==> config.mk <==
export PLATFORM = sky130hd
export DESIGN_NAME = txn_issuer_flat
export DESIGN_NICKNAME = d
export VERILOG_FILES = /design/src/rtl/txn_issuer.sv /design/src/rtl/txn_issuer_if.sv /design/src/flat_wrapper.sv
export SDC_FILE = /design/constraint.sdc
export NUM_CORES = 1
export LEC_CHECK = 0
export BUFFER_PORTS_ARGS = -buffer_cell sky130_fd_sc_hd__buf_4
export CORE_ASPECT_RATIO = 0.8
export CORE_UTILIZATION = 51
export DETAILED_ROUTE_END_ITERATION = 8
export HOLD_SLACK_MARGIN = 0.02
export PLACE_DENSITY = 0.88
export SYNTH_ARGS = -nofsm -noshare
export SYNTH_HDL_FRONTEND = slang
export SYNTH_SLANG_ARGS = --single-unit
export TNS_END_PERCENT = 5
==> constraint.sdc <==
create_clock -name clk_i -period 5.1 [get_ports clk_i]
set_clock_uncertainty 0.05 [all_clocks]
set_input_delay 0.51 -clock clk_i [delete_from_list [all_inputs] [get_ports clk_i]]
set_output_delay 0.51 -clock clk_i [all_outputs]
set_load 0.05 [all_outputs]
==> src/rtl/txn_issuer.sv <==
// Splits segment metadata into page-bounded bus transactions and tracks their completion.
// Optional transaction counter on perf_txn_cnt_o when RIVA_TXN_ISSUER_PERF_EN is defined.
package txn_issuer_pkg;
  typedef struct packed {
    logic [3:0] reqId;
    logic       isLoad;
    logic [7:0] rmnGrp;
    logic [7:0] rmnSeg;
  } meta_glb_t;

  typedef struct packed {
    logic [63:0] segBaseAddr;
    logic [15:0] txnNum;
    logic [15:0] txnCnt;
    logic [15:0] ltN;
  } meta_seglv_t;
endpackage

module txn_issuer #(
  parameter int unsigned NrLanes        = 4,
  parameter int unsigned DLEN           = 128,
  parameter int unsigned AddrWidth      = 64,
  parameter int unsigned MaxOutstanding = 8,
  parameter int unsigned IdWidth        = 4,
  parameter type         meta_glb_t     = txn_issuer_pkg::meta_glb_t,
  parameter type         meta_seglv_t   = txn_issuer_pkg::meta_seglv_t
) (
  input  logic               clk_i,
  input  logic               rst_i,
  input  logic               meta_valid_i,
  output logic               meta_ready_o,
  input  meta_glb_t          meta_glb_i,
  input  meta_seglv_t        meta_seglv_i,
  txn_issuer_if.master       ax,
  input  logic               rsp_done_i,
  output logic               req_done_o,
  output logic [IdWidth-1:0] req_done_id_o,
  output logic [31:0]        perf_txn_cnt_o
);

  localparam int unsigned NbPerBeat = DLEN / 4;
  localparam int unsigned NibW      = AddrWidth + 1;
  localparam int unsigned CntW      = $clog2(MaxOutstanding + 1);

  localparam logic [1:0] S_IDLE   = 2'd0;
  localparam logic [1:0] S_ACTIVE = 2'd1;
  localparam logic [1:0] S_DRAIN  = 2'd2;

  if (NrLanes < 1 || (DLEN % 4) != 0) begin : g_param_check
    $error("txn_issuer: NrLanes must be >= 1 and DLEN a multiple of 4");
  end

  logic [1:0]           state_q, state_d;
  logic [CntW-1:0]      outst_q, outst_d;
  logic                 ax_valid_q, ax_valid_d;
  logic [AddrWidth-1:0] ax_addr_q, ax_addr_d;
  logic [7:0]           ax_len_q, ax_len_d;
  logic [IdWidth-1:0]   ax_id_q, ax_id_d;
  logic                 ax_write_q, ax_write_d;
  logic                 ax_last_q, ax_last_d;
  logic                 req_done_q, req_done_d;
  logic [IdWidth-1:0]   req_done_id_q, req_done_id_d;
  logic [IdWidth-1:0]   done_id_q, done_id_d;

  logic [NibW-1:0]      seg_base_s;
  logic [NibW-1:0]      page_base_s;
  logic [NibW-1:0]      txn_off_s;
  logic [NibW-1:0]      start_s;
  logic [NibW-1:0]      start_mod_s;
  logic [12:0]          page_off_s;
  logic [15:0]          ltn_s;
  logic [15:0]          nbs_s;
  logic                 first_txn_s;
  logic                 last_txn_s;
  logic                 last_req_s;
  logic                 ax_fire_s;
  logic                 meta_ready_s;
  logic                 meta_fire_s;

  // Addresses are in nibbles; later transactions of a segment start on 8 KiB-nibble page boundaries.
  assign seg_base_s  = NibW'(meta_seglv_i.segBaseAddr);
  assign page_off_s  = seg_base_s[12:0];
  assign page_base_s = {seg_base_s[NibW-1:13], 13'd0};
  assign txn_off_s   = NibW'(meta_seglv_i.txnCnt) << 5'd13;
  assign ltn_s       = 16'(meta_seglv_i.ltN);
  assign first_txn_s = (meta_seglv_i.txnCnt == '0);
  assign last_txn_s  = (meta_seglv_i.txnCnt == meta_seglv_i.txnNum);
  assign last_req_s  = (meta_glb_i.rmnGrp == '0) && (meta_glb_i.rmnSeg == '0) && last_txn_s;
  assign start_s     = first_txn_s ? seg_base_s : (page_base_s + txn_off_s);
  assign start_mod_s = start_s % NibW'(NbPerBeat);

  // Transaction size in nibbles, clipped by the page offset and the segment tail.
  always_comb begin
    nbs_s = 16'd8192;
    if (meta_seglv_i.txnNum == '0) begin
      nbs_s = ltn_s - {3'd0, page_off_s};
    end else if (first_txn_s) begin
      nbs_s = 16'd8192 - {3'd0, page_off_s};
    end else if (last_txn_s) begin
      nbs_s = ltn_s;
    end else begin
      nbs_s = 16'd8192;
    end
  end

  assign ax_fire_s    = ax_valid_q && ax.ax_ready_i;
  assign meta_ready_s = !rst_i && (state_q != S_DRAIN) && (!ax_valid_q || ax.ax_ready_i)
                        && ((32'(outst_q) + 32'(ax_valid_q)) < 32'(MaxOutstanding));
  assign meta_fire_s  = meta_valid_i && meta_ready_s;

  // Next-state logic for the output stage, outstanding counter and request FSM.
  always_comb begin
    state_d       = state_q;
    outst_d       = outst_q;
    ax_valid_d    = ax_valid_q;
    ax_addr_d     = ax_addr_q;
    ax_len_d      = ax_len_q;
    ax_id_d       = ax_id_q;
    ax_write_d    = ax_write_q;
    ax_last_d     = ax_last_q;
    req_done_d    = 1'b0;
    req_done_id_d = req_done_id_q;
    done_id_d     = done_id_q;

    if (meta_fire_s) begin
      ax_valid_d = 1'b1;
      ax_addr_d  = start_s[AddrWidth:1];
      ax_len_d   = 8'((32'(start_mod_s) + 32'(nbs_s) + 32'(NbPerBeat) - 32'd1)
                      / 32'(NbPerBeat) - 32'd1);
      ax_id_d    = IdWidth'(meta_glb_i.reqId);
      ax_write_d = !meta_glb_i.isLoad;
      ax_last_d  = last_req_s;
    end else if (ax_fire_s) begin
      ax_valid_d = 1'b0;
    end else begin
      ax_valid_d = ax_valid_q;
    end

    // A response arriving at count 0 is dropped, but one paired with a handshake cancels it.
    case ({ax_fire_s, rsp_done_i})
      2'b10: outst_d = outst_q + CntW'(1);
      2'b01: begin
        if (outst_q != '0) begin
          outst_d = outst_q - CntW'(1);
        end else begin
          outst_d = outst_q;
        end
      end
      default: outst_d = outst_q;
    endcase

    case (state_q)
      S_IDLE: begin
        if (meta_fire_s) begin
          state_d = S_ACTIVE;
        end else begin
          state_d = S_IDLE;
        end
      end
      S_ACTIVE: begin
        if (ax_fire_s && ax_last_q) begin
          state_d   = S_DRAIN;
          done_id_d = ax_id_q;
        end else begin
          state_d = S_ACTIVE;
        end
      end
      S_DRAIN: begin
        if (outst_q == '0) begin
          state_d       = S_IDLE;
          req_done_d    = 1'b1;
          req_done_id_d = done_id_q;
        end else begin
          state_d = S_DRAIN;
        end
      end
      default: state_d = S_IDLE;
    endcase
  end

  // State registers with synchronous reset.
  always_ff @(posedge clk_i) begin
    if (rst_i) begin
      state_q       <= S_IDLE;
      outst_q       <= '0;
      ax_valid_q    <= 1'b0;
      ax_addr_q     <= '0;
      ax_len_q      <= 8'd0;
      ax_id_q       <= '0;
      ax_write_q    <= 1'b0;
      ax_last_q     <= 1'b0;
      req_done_q    <= 1'b0;
      req_done_id_q <= '0;
      done_id_q     <= '0;
    end else begin
      state_q       <= state_d;
      outst_q       <= outst_d;
      ax_valid_q    <= ax_valid_d;
      ax_addr_q     <= ax_addr_d;
      ax_len_q      <= ax_len_d;
      ax_id_q       <= ax_id_d;
      ax_write_q    <= ax_write_d;
      ax_last_q     <= ax_last_d;
      req_done_q    <= req_done_d;
      req_done_id_q <= req_done_id_d;
      done_id_q     <= done_id_d;
    end
  end

  assign meta_ready_o  = meta_ready_s;
  assign ax.ax_valid_o = ax_valid_q;
  assign ax.ax_addr_o  = ax_addr_q;
  assign ax.ax_len_o   = ax_len_q;
  assign ax.ax_id_o    = ax_id_q;
  assign ax.ax_write_o = ax_write_q;
  assign ax.ax_last_o  = ax_last_q;
  assign req_done_o    = req_done_q;
  assign req_done_id_o = req_done_id_q;

`ifdef RIVA_TXN_ISSUER_PERF_EN
  logic [31:0] perf_cnt_q, perf_cnt_d;

  assign perf_cnt_d = ax_fire_s ? (perf_cnt_q + 32'd1) : perf_cnt_q;

  // Free-running count of issued transactions.
  always_ff @(posedge clk_i) begin
    if (rst_i) begin
      perf_cnt_q <= 32'd0;
    end else begin
      perf_cnt_q <= perf_cnt_d;
    end
  end

  assign perf_txn_cnt_o = perf_cnt_q;
`else
  assign perf_txn_cnt_o = 32'd0;
`endif

endmodule

==> src/rtl/txn_issuer_if.sv <==
// Bus request channel of the transaction issuer: request handshake plus the
// address, beat count, ID, direction and last-of-request flag.
interface txn_issuer_if #(
  parameter int unsigned AddrWidth = 64,
  parameter int unsigned IdWidth   = 4
) ();
  logic                 ax_valid_o;
  logic                 ax_ready_i;
  logic [AddrWidth-1:0] ax_addr_o;
  logic [7:0]           ax_len_o;
  logic [IdWidth-1:0]   ax_id_o;
  logic                 ax_write_o;
  logic                 ax_last_o;

  modport master (
    output ax_valid_o, ax_addr_o, ax_len_o, ax_id_o, ax_write_o, ax_last_o,
    input  ax_ready_i
  );

  modport slave (
    input  ax_valid_o, ax_addr_o, ax_len_o, ax_id_o, ax_write_o, ax_last_o,
    output ax_ready_i
  );
endinterface

==> src/flat_wrapper.sv <==
// flat-port wrapper written by rule: the top's interface ports become plain ports
module txn_issuer_flat 
#(
  parameter int unsigned NrLanes        = 4,
  parameter int unsigned DLEN           = 128,
  parameter int unsigned AddrWidth      = 64,
  parameter int unsigned MaxOutstanding = 8,
  parameter int unsigned IdWidth        = 4,
  parameter type         meta_glb_t     = txn_issuer_pkg::meta_glb_t,
  parameter type         meta_seglv_t   = txn_issuer_pkg::meta_seglv_t
)
  (clk_i, rst_i, meta_valid_i, meta_ready_o, meta_glb_i, meta_seglv_i, rsp_done_i, req_done_o, req_done_id_o, perf_txn_cnt_o, ax_ax_valid_o, ax_ax_addr_o, ax_ax_len_o, ax_ax_id_o, ax_ax_write_o, ax_ax_last_o, ax_ax_ready_i);
  txn_issuer_if #(.AddrWidth(AddrWidth), .IdWidth(IdWidth)) ax_i ();
  input  logic clk_i;
  input  logic rst_i;
  input  logic meta_valid_i;
  output logic meta_ready_o;
  input  meta_glb_t meta_glb_i;
  input  meta_seglv_t meta_seglv_i;
  input  logic rsp_done_i;
  output logic req_done_o;
  output logic [IdWidth-1:0] req_done_id_o;
  output logic [31:0] perf_txn_cnt_o;
  output wire logic [$bits(ax_i.ax_valid_o)-1:0] ax_ax_valid_o;
  output wire logic [$bits(ax_i.ax_addr_o)-1:0] ax_ax_addr_o;
  output wire logic [$bits(ax_i.ax_len_o)-1:0] ax_ax_len_o;
  output wire logic [$bits(ax_i.ax_id_o)-1:0] ax_ax_id_o;
  output wire logic [$bits(ax_i.ax_write_o)-1:0] ax_ax_write_o;
  output wire logic [$bits(ax_i.ax_last_o)-1:0] ax_ax_last_o;
  input wire logic [$bits(ax_i.ax_ready_i)-1:0] ax_ax_ready_i;
  assign ax_ax_valid_o = ax_i.ax_valid_o;
  assign ax_ax_addr_o = ax_i.ax_addr_o;
  assign ax_ax_len_o = ax_i.ax_len_o;
  assign ax_ax_id_o = ax_i.ax_id_o;
  assign ax_ax_write_o = ax_i.ax_write_o;
  assign ax_ax_last_o = ax_i.ax_last_o;
  assign ax_i.ax_ready_i = ax_ax_ready_i;
  txn_issuer #(.NrLanes(NrLanes), .DLEN(DLEN), .AddrWidth(AddrWidth), .MaxOutstanding(MaxOutstanding), .IdWidth(IdWidth), .meta_glb_t(meta_glb_t), .meta_seglv_t(meta_seglv_t)) u_core (.clk_i(clk_i), .rst_i(rst_i), .meta_valid_i(meta_valid_i), .meta_ready_o(meta_ready_o), .meta_glb_i(meta_glb_i), .meta_seglv_i(meta_seglv_i), .ax(ax_i), .rsp_done_i(rsp_done_i), .req_done_o(req_done_o), .req_done_id_o(req_done_id_o), .perf_txn_cnt_o(perf_txn_cnt_o));
endmodule
# Word level (Yosys, flattened, before mapping)
# Cells that the tools add are included.
# op_classes
n_addsub,10
magnitude_cmp,1
eq_ne,7
mux,13
bitwise_logic,1
n_reduce_logical,25
# ops
op,n
64-bit by 29-bit adder with 65-bit output,1
65-bit 2-to-1 mux,1
13-bit 2-to-1 mux,3
16-bit logical NOT,2
"32-bit by 4-bit less-than comparator with 1-bit output, second input constant",1
16-bit equality test,1
8-bit logical NOT,2
"13-bit by 6-bit adder with 13-bit output, second input constant",1
5-bit by 13-bit adder with 13-bit output,1
"1-bit by 13-bit subtractor with 13-bit output, first input constant",1
"13-bit by 1-bit subtractor with 13-bit output, second input constant",1
13-bit subtractor,1
1-bit logical AND,8
4-bit one-hot mux with 2 select lines,1
"8-bit by 1-bit subtractor with 8-bit output, second input constant",1
2-bit one-hot mux with 3 select lines,1
2-bit AND reduction,3
4-bit by 1-bit adder with 5-bit output,1
"4-bit by 1-bit adder with 4-bit output, second input constant",1
"2-bit by 1-bit equality test with 1-bit output, second input constant",2
"2-bit equality test, second input constant",2
4-bit logical NOT,1
1-bit 2-to-1 mux,4
2-bit 2-to-1 mux,2
other kinds (11),14
# word_totals
ff_bits,94
inputBits,138
output_inout_bits,117
wordCells,68

# Longest topological paths before layout
# Gate-level depths: netlist (run 1).
# logic_depth
depth_word,8
mapped_depth,23
mapped_depth_nobuf,21

# Worst setup path before layout (run 1)
# Ideal clock, no wire load.
# synth_path
path_kind,input -> register
start,input meta_seglv_i[17] (netlist bit)
end,register u_core.ax_len_q[6] (netlist: u_core.ax.ax_len_o[6])
setup_time_ps,74
t_arrival_ps,4618
required_time_ps,4976
slack_ps,357
cell_stages,20
path_buffers,4
cell_sequence,nor4_2 and4_1 clkbuf_1 clkbuf_1 clkbuf_1 nand2_1 ha_1 inv_1 ha_1 or3_1 o22ai_2 nor2b_1 a21oi_1 or2_0 buf_6 nand2_1 ha_1 and4_1 or4_1 a31oi_1
# synth_between
elab_chain_cells,8
word_cells_on_any_way,10
cone_classes,add/sub: 4; eq/ne: 1; mux: 4; reduce/logical: 1
# synth_rtl
item,line,source
start: declaration,flat_wrapper.sv:19,input meta_seglv_t meta_seglv_i;
16-bit equality test,txn_issuer.sv:87,assign last_txn_s = (meta_seglv_i.txnCnt == meta_seglv_i.txnNum);
13-bit 2-to-1 mux,txn_issuer.sv:99,end else if (last_txn_s) begin
13-bit 2-to-1 mux,txn_issuer.sv:97,end else if (first_txn_s) begin
13-bit 2-to-1 mux,txn_issuer.sv:95,if (meta_seglv_i.txnNum == '0) begin
5-bit by 13-bit adder with 13-bit output (*),txn_issuer.sv:128,ax_len_d = 8'((32'(start_mod_s) + 32'(nbs_s) + 32'(NbPerBeat) - 32'd1)
13-bit by 6-bit adder with 13-bit output (*),txn_issuer.sv:128,
13-bit by 1-bit subtractor with 13-bit output (*),txn_issuer.sv:128,
8-bit by 1-bit subtractor with 8-bit output (*),txn_issuer.sv:129,/ 32'(NbPerBeat) - 32'd1);
end signal: assignment,txn_issuer.sv:200,ax_len_q <= ax_len_d;
end: declaration,txn_issuer.sv:57,"logic [7:0] ax_len_q, ax_len_d;"
# Mark *: on every way between the ends. The rest lies on a longest branch, timed or not.
# A chain may end at the register's enable or synchronous reset.

# Final worst setup path (run 1)
# layout_path
start,input meta_seglv_i[19] (netlist bit)
end,register u_core.ax_len_q[6] (netlist: u_core.ax.ax_len_o[6])
# The elaborated chain is that of the path after synthesis.

==> results of run 1 <==
-- where the power goes --
group / switching, W / internal [W]
registers: 0.0000594 / 0.000823
clock network: 0.000322 / 0.000390
logic: 0.000665 / 0.000356
total: 0.00105 / 0.00157
-- final cells by class --
cell class	instances	share of cell area, %
multi-input cells	729	52.2
flip-flops and latches	94	20.8
repair buffers	234	19.6
clock buffers	10	2.53
well taps	180	2.49
inverters	37	1.54
clock inverters	6	0.831
-- cell families after synthesis --
family | count (synthesis) | share of synthesized area, %
flops | 94 | 26.7
mux | 14 | 2.00
compound gates | 208 | 20.3
fa+ha+maj | 43 | 7.94
xor+xnor | 75 | 9.31
other cells | 1 | 0.0531
simple gates | 357 | 25.6
buf+inv | 116 | 8.17
-- cells in the final DEF, fill, tap and decap left out, drive strengths merged, types with 40 or more instances in the layout --
| cell type | instances |
|---|---|
| buf | 234 |
| nor2 | 103 |
| dfxtp | 94 |
| nand2 | 79 |
| xnor2 | 51 |
| nand3 | 48 |
| a21oi | 48 |
| a211oi | 44 |
| inv | 41 |
| ha | 40 |
-- state kept, by name, indices dropped and copies added (netlist names), 2 cells and up --
name,flops
u_core.ax.ax_addr_o,64
u_core.ax.ax_id_o,4
u_core.ax.ax_len_o,8
u_core.done_id_q,4
u_core.outst_q,4
u_core.req_done_id_o,4
u_core.state_q,2
-- per-stage QoR --
step	hold slack (ns)	instance area, um2
final	0.304	9040
after global routing	0.295	9040
after CTS	0.296	9040
after detailed placement	0.388	8730
after global placement	0.375	8730
after floorplan	0.366	7170
-- how the worst min path moves through the flow --
stage | startpoint | endpoint | slack [ns]
final | meta_glb_i[16] | u_core.ax.ax_write_o$_SDFFE_PP0P_ | 0.30
after global routing | meta_glb_i[16] | u_core.ax.ax_write_o$_SDFFE_PP0P_ | 0.30
after CTS | meta_glb_i[16] | u_core.ax.ax_write_o$_SDFFE_PP0P_ | 0.30
after detailed placement | u_core.state_q[1]$_SDFF_PP0_ | u_core.state_q[0]$_SDFF_PP0_ | 0.39
after global placement | u_core.state_q[1]$_SDFF_PP0_ | u_core.state_q[0]$_SDFF_PP0_ | 0.38
after floorplan | u_core.state_q[1]$_SDFF_PP0_ | u_core.state_q[0]$_SDFF_PP0_ | 0.37
-- metal layers --
| layer | up-vias | track usage [%] |
|---|---|---|
| li1 | 3612 | - |
| met4 | 0 | 9.01 |
| met1 | 3352 | 36.6 |
| met2 | 302 | 45.2 |
| met3 | 34 | 5.11 |
| met5 | - | 0 |
==> impl_summary.md, run 1 <==
Synth
Sorting the synthesized cells by area gives the leading types as dfxtp_1, ha_1, xnor2_1. The share of Yosys cell area claimed by the top area cell type is about a quarter. The post-synthesis instance area is 7060 um2.

The count of unique library cells instantiated by Yosys is 71. The number of enable flip-flop cells after synthesis is 0. By count the netlist is led by nor2_1, dfxtp_1, nand2_1, xnor2_1.

Synthesis handed over a netlist of just over 900 instances. The prevailing post-synth register cell is dfxtp_1. Summing the sequential cell areas from Yosys gives a little over a quarter of the chip area. A synthesized cell averages 7.77 um2. The cell accounting for the most synthesized area is dfxtp_1. Synthesis inferred 94 register bits. For this run, asynchronously set or reset flops after synthesis account for 0%. The warning count from the yosys run is 0.

The cell with the most instances after synthesis is nor2_1.

Critical path
Data on the critical path arrives at its endpoint at around 4.9 ns. The master of the slowest instance on the critical path is or4_1. Traced cell by cell, the critical path runs through buf_4 -> xnor2_1 -> nand4_1 -> nor4_2 -> and2_2 -> a221oi_1 -> o21bai_1 -> ha_1 -> inv_1 -> ha_1 -> or3_1 -> o22ai_2 -> nor2b_1 -> a311oi_1 -> nand3_1 -> ha_1 -> and4_1 -> or4_1 -> a31oi_1. The terminus of the critical flop-to-flop path is u_core.ax.ax_addr_o[13]$_SDFFE_PP0P_. For this run, the slowest stage of the critical path takes 0.46 ns. Measured in cells, the most critical reg-to-reg path has a length of 7.

The number of buffers and inverters on the critical path is 2. The most numerous cell type found on the critical path is ha_1. The setup check on the worst reg-to-reg path leaves a slack of ~2.1 ns. Counting buffers and inverters, the worst setup path is 19 cells deep. In this run the worst path has a maximum fanout of 6.

The launch point of the worst reg-to-reg path is u_core.outst_q[1]$_SDFFE_PP0P_. The kind of cell adding the most delay to the critical path is simple AND/OR/NAND/NOR gates. The critical path starts at meta_seglv_i[19]. The data required time at the worst endpoint is 5.32 ns. The worst setup path is captured at a register. The worst setup path is launched from a primary input. The setup path with the least slack is of type primary input to register.

The most critical setup path has its endpoint at u_core.ax.ax_len_o[6]$_SDFFE_PP0P_.

Outcome
The run finished with clean final reports.

CTS
The worst-case clock buffer depth is 2. TritonCTS built the clock tree. The TritonCTS buffer count is 9. The clock-pin transition on the worst setup and hold timing paths is roughly 0.070 ns. The H-tree level count is 3. The post-cts hold buffer count is 0. After clock tree synthesis, the repair step resized 0 gates.

The post-CTS setup-driven buffer insertion count is 0. The clock tree root driver cell is clkbuf_16. The clock latency reported for the late side of the worst-skew pair is ~0.34 ns. Clock tree synthesis found a total of between 90 and 100 sinks.

Final layout
The number of filler instances in the final layout is 1183. The final layout contains about 1300 nets. The flip-flop and latch area is 1880 um2. The multi-input logic area is 4720 um2. The area growth from synthesis to layout is 28.0%. The number of antenna diodes in the final layout is 0. The non-filler instance count after layout is 1290.

At the end of the flow the core is filled with cells to 66.7%. The layout cell share with drive strength beyond 1 is approximately a quarter.

Pwr
In this run the static leakage power is roughly 3.9 nW. The power density of the placed cells is about 290 nW/um2. The design draws 0.00262 W.

The worst IR drop on VDD is roughly 230 uV.

Placed design
The final weighted congestion in routability-driven placement is 0.948. The number of placed cells counting well taps is between 1000 and 1500. The pre-CTS setup slack is between 0.06 and 0.07 ns.

Detailed placement ended at an HPWL of roughly 15 mm. In this run the tool buffered the top-level ports with 219 buffer cells.

Route
The via total after detailed routing is 7300. In the routed layout, each cell is associated on average with a via count of between 5 and 6. In this run, the number of DRC markers left after iteration 0 of detailed routing was roughly 500. The count of nets left with antenna violations once routing finished came out at 0. Summed over all nets, wire length on met3 after detailed routing comes to approximately 1.5 mm. The length of routed met2 wiring is between 9 and 10 mm. The total routed wirelength is 20.0 mm. Dividing the detail-routed wire length by the instance count gives 15.5 um.

In the routed design, unresolved DRC markers number 0. After detailed routing, no signal wire sits above met4. Before antenna repair, the detailed router went through 5 iterations. The detailed router put a total of 8.99 mm of wire on met1.

Global route
The global-route wire length before repair is 32.0 mm. The global router's overall resource usage is between 20 and 30%. The number of global-route vias before repair is ~6600. For this run the aggregate overflow at the end of global routing stands at 0. The initial antenna violation count is 0. Entering global routing, the biggest net connects 96 pins.

Floorplanning
The die extent in y is about 110 um. The number of primary I/O pins is about 260. The site row count is 38.

The initial utilization of the core area, before any placement, comes to a little over half. The overall die area is approximately 14000 um2. The region available for standard cell placement spans roughly 14000 um2. The width of the die is approximately 130 um.

Timing
The total negative slack for setup checks is 0 ns. The number of endpoints with negative hold slack in the final report was 0. The final critical path takes up about 90% of the cycle. Setup violations remaining at the end of the flow were counted as 0. The worst path meets setup with 0.431 ns of slack. The post-layout minimum cycle time is approximately 4.7 ns. The maximum clock frequency is 214 MHz. The worst-case headroom to the max-slew limit is ~32%.

The max-slew violation total from the final report is 0. Setup repair after global routing left no endpoint under its margin. The transition at the pin with the smallest max-transition slack is 1.02 ns.

Worst hold path
The worst hold path passes through 2 cells. The kind of path behind the tightest hold check is primary input to register.

Job
The tool flagged a number of max-cap violations equal to 0.
No activity file was read; power rests on OpenSTA's default activity.
==> inputs of run 2 (changes only) <==
- CORE_UTILIZATION: 51 -> 46
- PLACE_DENSITY: 0.88 -> 0.84
- clock period: 5.1 -> 4 ns (I/O delays scaled with it)
==> run 2 against run 1 <==
Against the previous run: die area increased by 11%; the flow now finishes with violations (negative setup slack); core utilization down 2.9 points; hold slack got worse by 0.12 ns; highest routed layer unchanged; sequential share of layout area shrank 1.2 points; critical path depth up 1.
==> impl_summary.md, run 2 (synthesis gave the netlist of run 1 again) <==
Outcome
The flow ran to the end, but the final reports show violations. The final reports fail on negative setup slack.

Global route
The first global-routing pass estimated 33.7 mm of wire. The total overflow left after global routing is 0. The global router's overall resource usage is 26.1%. The initial antenna violation count came to 0. The number of global-route vias before repair came to just under 7000.

The maximum number of pins on one net before global-route repair is 96.

Final layout
The antenna cell count is 0. The cell area after layout is 9570 um2. Counting the fill cells in the layout gives ~1300. Leaving out fill and tap cells, the most frequent cells in the layout are buf_4, nor2_1, dfxtp_1. The leading cell type in the layout, fill and taps excluded is buf_4. Relative to the synthesized area, the layout overhead comes to 35.6%. The number of flip-flops under the largest register name is 64. The number of nets in the finished design is approximately 1300. Leaving out filler cells and counting taps, the final layout contains between 1000 and 1500. The layout cell share with drive strength beyond 1 is 30.3%.

CTS
The clock tree root driver cell is clkbuf_16. The clock latency reported for the late side of the worst-skew pair is ~0.34 ns. The clock passes through at most 2 buffers. The number of clock sinks is between 90 and 100. Clock tree synthesis inserted a total of 9 buffers.

After clock tree synthesis, the clock-pin slew on the worst setup and hold paths is roughly 0.070 ns. The H-tree generated during clock tree synthesis spans 3 levels. The clock tree from TritonCTS is yes. The post-cts hold buffer count is 0.

Pwr
Overall power consumption after layout is estimated at 0.00340 W. For this design the ratio of total power to cell area is approximately 360 nW/um2. The worst IR drop on VDD is 223 uV.

The analysis attributes to cell leakage a power of 4.14 nW.

Route
The number of remaining DRC errors is 0. The first TritonRoute pass finished after 5 iterations. The via total after detailed routing is between 7000 and 8000.

The detailed router finished its first iteration with between 400 and 500 violations. In this run the remaining antenna-violating nets after routing total 0. The total routed wirelength is approximately 21 mm.

Dividing the detail-routed wire length by the instance count gives roughly 16 um. Dividing the detail-routed via count by the number of cells gives between 5 and 6.

Timing
The post-layout minimum cycle time is roughly 4 ns. The post-route worst setup slack is -0.0625 ns. Setup violations remaining at the end of the flow were counted as 2. The maximum clock frequency is roughly 250 MHz.

At the pin with the least slew margin, the transition time is between 1 and 1.5 ns. Of the available clock period, the critical path in the final layout requires 102%. The total negative slack for setup checks is -0.102 ns.

In this run the tightest slew margin relative to its limit is 27.9%. The max-slew violation total from the final report is 0. Setup repair after global routing could not meet its margin everywhere. The number of endpoints with negative hold slack in the final report came to 0.

Critical path
Setup slack on the worst reg-to-reg path comes out at approximately 1.4 ns. Data on the critical path is required at its endpoint by between 4 and 5 ns. Data arrives at the worst endpoint at 4.28 ns.

STA classifies the critical path startpoint as a primary input. The worst register-to-register path ends at u_core.ax.ax_addr_o[39]$_SDFFE_PP0P_. The kind of end point of the critical path is a register. The launch point of the worst reg-to-reg path is u_core.outst_q[1]$_SDFFE_PP0P_. The worst setup path is of the primary input to register kind. The highest fanout seen on the critical path is 4. The cell depth of the worst flop-to-flop path is 7.

Floorplanning
The overall die area is 15800 um2. The width of the die is 140 um. The initial standard-cell utilization of the core is a little under half. The die extent in y is approximately 110 um. The core region is 15000 um2. After floorplanning, the core was divided into 40 placement rows. The number of primary I/O pins is between 200 and 300.

Worst hold path
The destination of the worst hold path is u_core.ax.ax_write_o$_SDFFE_PP0P_. Along the worst hold path, the cell count comes to 2. The startpoint identified for the worst hold timing path is meta_glb_i[16].

The kind of path behind the tightest hold check is primary input to register.

Placed design
The placed standard-cell area is 9150 um2. The sum of net half-perimeters after detailed placement is 16.4 mm. The count of buffers added on input and output ports is roughly 220. The congestion estimate from routability-driven global placement came to 0.911. At the placement stage, the worst setup path has a slack of -0.618 ns. The number of placed cells counting well taps is 1337.

Job
Across the run, the number of max-cap violations was 0.
[run 2: metrics by stage]
| stage | hold WS, ns | utilization (%) |
|---|---|---|
| floorplan | 0.366 | - |
| global placement | 0.377 | 60.9 |
| detailed placement | 0.395 | 60.9 |
| CTS | 0.166 | 63.7 |
| global route | 0.162 | 63.7 |
| finish | 0.179 | 63.7 |
[run 2: power by group]
part / total, W / leakage, nW / internal (W) / switching (W)
registers: 0.00112 / 0.770 / 0.00105 / 0.0000755
clock network: 0.000918 / 0.146 / 0.000499 / 0.000419
logic: 0.00136 / 3.23 / 0.000493 / 0.000868
[run 2: metal layers]
layer | up-vias | track usage [%] | wire length (um)
li1 | 3719 | - | -
met1 | 3517 | 34.1 | 9480
met2 | 279 | 45.0 | 9980
met3 | 20 | 4.57 | 1460
met4 | 0 | 6.23 | 262
met5 | - | 0 | 0
[run 2: how the worst max path moves through the flow]
stage	from	cells past startpoint	slack, ns	end
floorplan	meta_seglv_i[17]	20	-0.55	u_core.ax.ax_len_o[6]$_SDFFE_PP0P_
global placement	meta_seglv_i[24]	18	-0.45	u_core.ax.ax_len_o[6]$_SDFFE_PP0P_
detailed placement	meta_seglv_i[22]	19	-0.62	u_core.ax.ax_len_o[6]$_SDFFE_PP0P_
CTS	meta_seglv_i[16]	20	-0.01	u_core.ax.ax_len_o[6]$_SDFFE_PP0P_
global route	meta_seglv_i[16]	20	-0.32	u_core.ax.ax_len_o[6]$_SDFFE_PP0P_
finish	meta_seglv_i[16]	20	-0.06	u_core.ax.ax_len_o[6]$_SDFFE_PP0P_
[run 2: final cells by class]
cell class / count / area (um2) / share of cell area (%)
clock buffer: 9 / 225 / 2.35
tap: 189 / 236 / 2.47
clock inverter: 7 / 85.1 / 0.889
timing repair buffer: 291 / 2210 / 23.1
inverter: 37 / 139 / 1.45
sequential: 94 / 1880 / 19.7
multi-input combinational: 729 / 4790 / 50.1
[run 2: what timing repair did]
item | 4_1_cts | 5_1_grt
setup endpoints to repair | 6 | 6
setup buffers | 3 | 0
pin swaps | 15 | 3
gates resized for setup | 18 | 3
[run 2: critical path, stage by stage]
cell and delay (ns):
buf_6 0.10, buf_6 0.11, xnor2_2 0.12, nand4_1 0.12
nor4_2 0.32, and2_4 0.23, a221oi_2 0.06, o21bai_1 0.17
ha_1 0.28, inv_1 0.04, ha_2 0.16, or3_4 0.40
o22ai_4 0.20, nor4b_2 0.08, a311oi_1 0.27, nand3_1 0.20
ha_2 0.23, and4_1 0.16, or4_1 0.47, a31oi_1 0.16
==> inputs of run 3 (changes only) <==
- CORE_MARGIN: not set -> 2
==> run 3 against run 2 <==
Against the previous run: the flow still finishes with violations (negative setup slack); critical path type unchanged; cell count unchanged; combinational power is essentially flat; design area is 1.8% higher; critical path depth rose by 1; hold slack improved by 0.013 ns; count of clock-buffer cells in the layout is the same; non-clock buffer count unchanged; core utilization up 1.2 points; largest cell class unchanged; clock power about the same.
==> impl_summary.md, run 3 (synthesis gave the netlist of run 1 again) <==
Outcome
The run finished, with violations left. The final reports fail on negative setup slack.

Route
The detail-routed net length per standard cell is approximately 16 um. The via total after detailed routing is ~7500. The total routed wirelength is roughly 22 mm. The first detailed-routing pass took 6 iterations. After detailed routing, the number of remaining DRC violations is 0. The detail route stage leaves a number of antenna-violating nets equal to 0. The detailed router finished its first iteration with approximately 540 violations. Dividing the detail-routed via count by the number of cells gives between 5 and 6.

Final layout
In the final layout, the share of cells above drive strength 1 is 31.7%. The library cell used most frequently in the layout, excluding fill and tap cells, is buf_4. The non-filler instance count after layout is approximately 1400.

Cells fill between 60% and 70% of the core in the end. The cell area after layout is 9740 um2. Relative to the synthesized area, the layout overhead comes to 38.1%. The number of nets in the finished design is 1343. The top cell types in the final layout, fill and taps aside, are buf_4, nor2_1, dfxtp_1. The number of flip-flops under the largest register name is 64. The number of antenna diodes in the final layout is 0.

Critical path
The slack of the worst reg-to-reg path is ~1.4 ns. The worst stage delay on the critical path is about 0.47 ns. The number of gates on the worst path with buffers counted is 21. In this run the critical register-to-register path is launched from u_core.outst_q[1]$_SDFFE_PP0P_. The cell depth of the worst flop-to-flop path is 7.

The startpoint type of the worst setup path is a primary input. The worst setup path is captured at a register. The critical path class is primary input to register. The highest fanout seen on the critical path is 3. The kind of cell with the highest combined delay along the critical path is simple AND/OR/NAND/NOR gates. Traced cell by cell, the critical path runs through buf_4 -> buf_4 -> inv_1 -> ha_1 -> nor2b_4 -> and2_1 -> xnor2_1 -> o21ai_0 -> a21oi_1 -> ha_1 -> inv_1 -> ha_2 -> or3_4 -> o22ai_4 -> mux2i_1 -> a311oi_1 -> nand3_1 -> ha_2 -> and4_4 -> or4_1 -> a31oi_1. The arrival time at the worst endpoint is 4.30 ns.

The worst register-to-register path ends at u_core.ax.ax_addr_o[39]$_SDFFE_PP0P_. The master of the slowest instance on the critical path is or4_1. The data required time at the worst endpoint is ~4.2 ns. Together, buffers and inverters on the worst path number 4.

Floorplanning
Measured along the x axis, the die boundary spans ~140 um. The region available for standard cell placement spans 15000 um2. For this design the top-level I/O count stands at about 260. The die extent in y is between 100 and 150 um.

The die covers 16400 um2. The initial standard-cell utilization of the core is a little under half. The floorplan has 40 rows.

Placed design
In this run, placement finished with an instance count of 1332. The number of input and output port buffers inserted is ~220. The placed instances occupy a cell area of 9110 um2.

Summed over all nets, the half-perimeter wirelength after detailed placement is between 15 and 20 mm. The final weighted congestion in routability-driven placement is roughly 0.9.

CTS
At the later pin of the worst-skew pair, clock insertion delay measures 0.35 ns. The H-tree generated during clock tree synthesis spans 3 levels. The clock tree from TritonCTS is yes. In this run, post-CTS hold repair placed 0 buffers. The tree is rooted in a clkbuf_16. Counting the buffers created by CTS gives 9.

Clock-pin slew was measured on the worst setup and hold paths at ~0.07 ns. The worst-case clock buffer depth is 2. The clock drives 94 sinks.

Pwr
The static power due to leakage is ~4.2 nW. The power density of the placed cells is 350 nW/um2. The overall power of the completed layout is around 0.0034 W. The worst IR drop on VDD is around 230 uV.

Global route
The initial antenna violation count is 0. The global-route wire length before repair is about 33 mm. Entering global routing, the biggest net connects 56 pins. The overflow left after global routing is 0. The number of global-route vias before repair came to roughly 7000. Global routing consumed, over all layers together, 25.1% of the routing resources.

Timing
The smallest clock period supported by the final layout is computed as slightly above 4 ns. The final setup violation count is 1. For the pin with the worst max-slew slack, the measured transition is around 1.0 ns. The post-route worst setup slack is -0.0746 ns. In this run the tightest slew margin relative to its limit is ~31%.

The number of endpoints with negative hold slack in the final report came to 0. Setup repair after global routing could not meet its margin everywhere. Timing would allow up to 245 MHz. The max-slew violation total from the final report is 0. In the finished design, the share of the clock period the worst path needs comes to 102%.

Job
The max-cap check violation count is 0.

Worst hold path
The start point of the worst hold path is meta_glb_i[16]. Along the worst hold path, the cell count comes to 2. The min-delay analysis places its worst path in the category primary input to register. The destination of the worst hold path is u_core.ax.ax_write_o$_SDFFE_PP0P_.
==> run 3: report_power, final <==
group | internal, W | total, W | switching [W]
Sequential | 0.00105 | 0.00112 | 0.0000756
Clock | 0.000500 | 0.000915 | 0.000414
Combinational | 0.000497 | 0.00137 | 0.000876
==> run 3: worst max-delay path by stage <==
stage	startpoint	end	slack [ns]
floorplan	meta_seglv_i[17]	u_core.ax.ax_len_o[6]$_SDFFE_PP0P_	-0.55
global placement	meta_seglv_i[41]	u_core.ax.ax_len_o[6]$_SDFFE_PP0P_	-0.46
detailed placement	meta_seglv_i[38]	u_core.ax.ax_len_o[6]$_SDFFE_PP0P_	-0.59
CTS	meta_seglv_i[29]	u_core.ax.ax_len_o[6]$_SDFFE_PP0P_	-0.14
global route	meta_seglv_i[46]	u_core.ax.ax_len_o[6]$_SDFFE_PP0P_	-0.38
finish	meta_seglv_i[48]	u_core.ax.ax_len_o[6]$_SDFFE_PP0P_	-0.07
==> run 3: metrics by stage <==
step,setup TNS (ns),hold WS [ns],setup WS [ns]
floorplan,-1.85,0.366,-0.548
global placement,-2.19,0.375,-0.458
detailed placement,-3.05,0.397,-0.591
CTS,-0.213,0.178,-0.142
global route,-1.44,0.172,-0.377
finish,-0.0746,0.192,-0.0746
==> run 3: worst register-to-register path: stages, from the launching register on <==
cell	delay, ns
dfxtp_1	0.35
nand3_1	0.11
nand2_1	0.06
a2111oi_1	0.59
and2_4	0.63
buf_12	0.33
nor2_1	0.10
a211oi_1	0.27
==> run 3: what timing repair did <==
item                       in CTS  in global routing
buffers inserted                5                  4
setup endpoints to repair       5                  6
pin swaps                      18                 32
gates cloned                    0                  0
resized for setup              18                 37
==> run 3: layout make-up <==
| type | count | area, um2 |
|---|---|---|
| Fill cell | 1289 | 5270 |
| Clock buffer | 9 | 225 |
| Clock inverter | 7 | 91.3 |
| Inverter | 37 | 139 |
| Tap cell | 189 | 236 |
| Sequential cell | 94 | 1880 |
| Timing Repair Buffer | 291 | 2240 |
| Multi-Input combinational cell | 729 | 4930 |
==> run 3: per-layer routing <==
layer | track usage, % | vias up | wire [um]
li1 | - | 3729 | -
met1 | 32.2 | 3477 | 9340
met2 | 43.4 | 285 | 10400
met3 | 5.62 | 30 | 1630
met4 | 5.94 | 0 | 340
met5 | 0 | - | 0
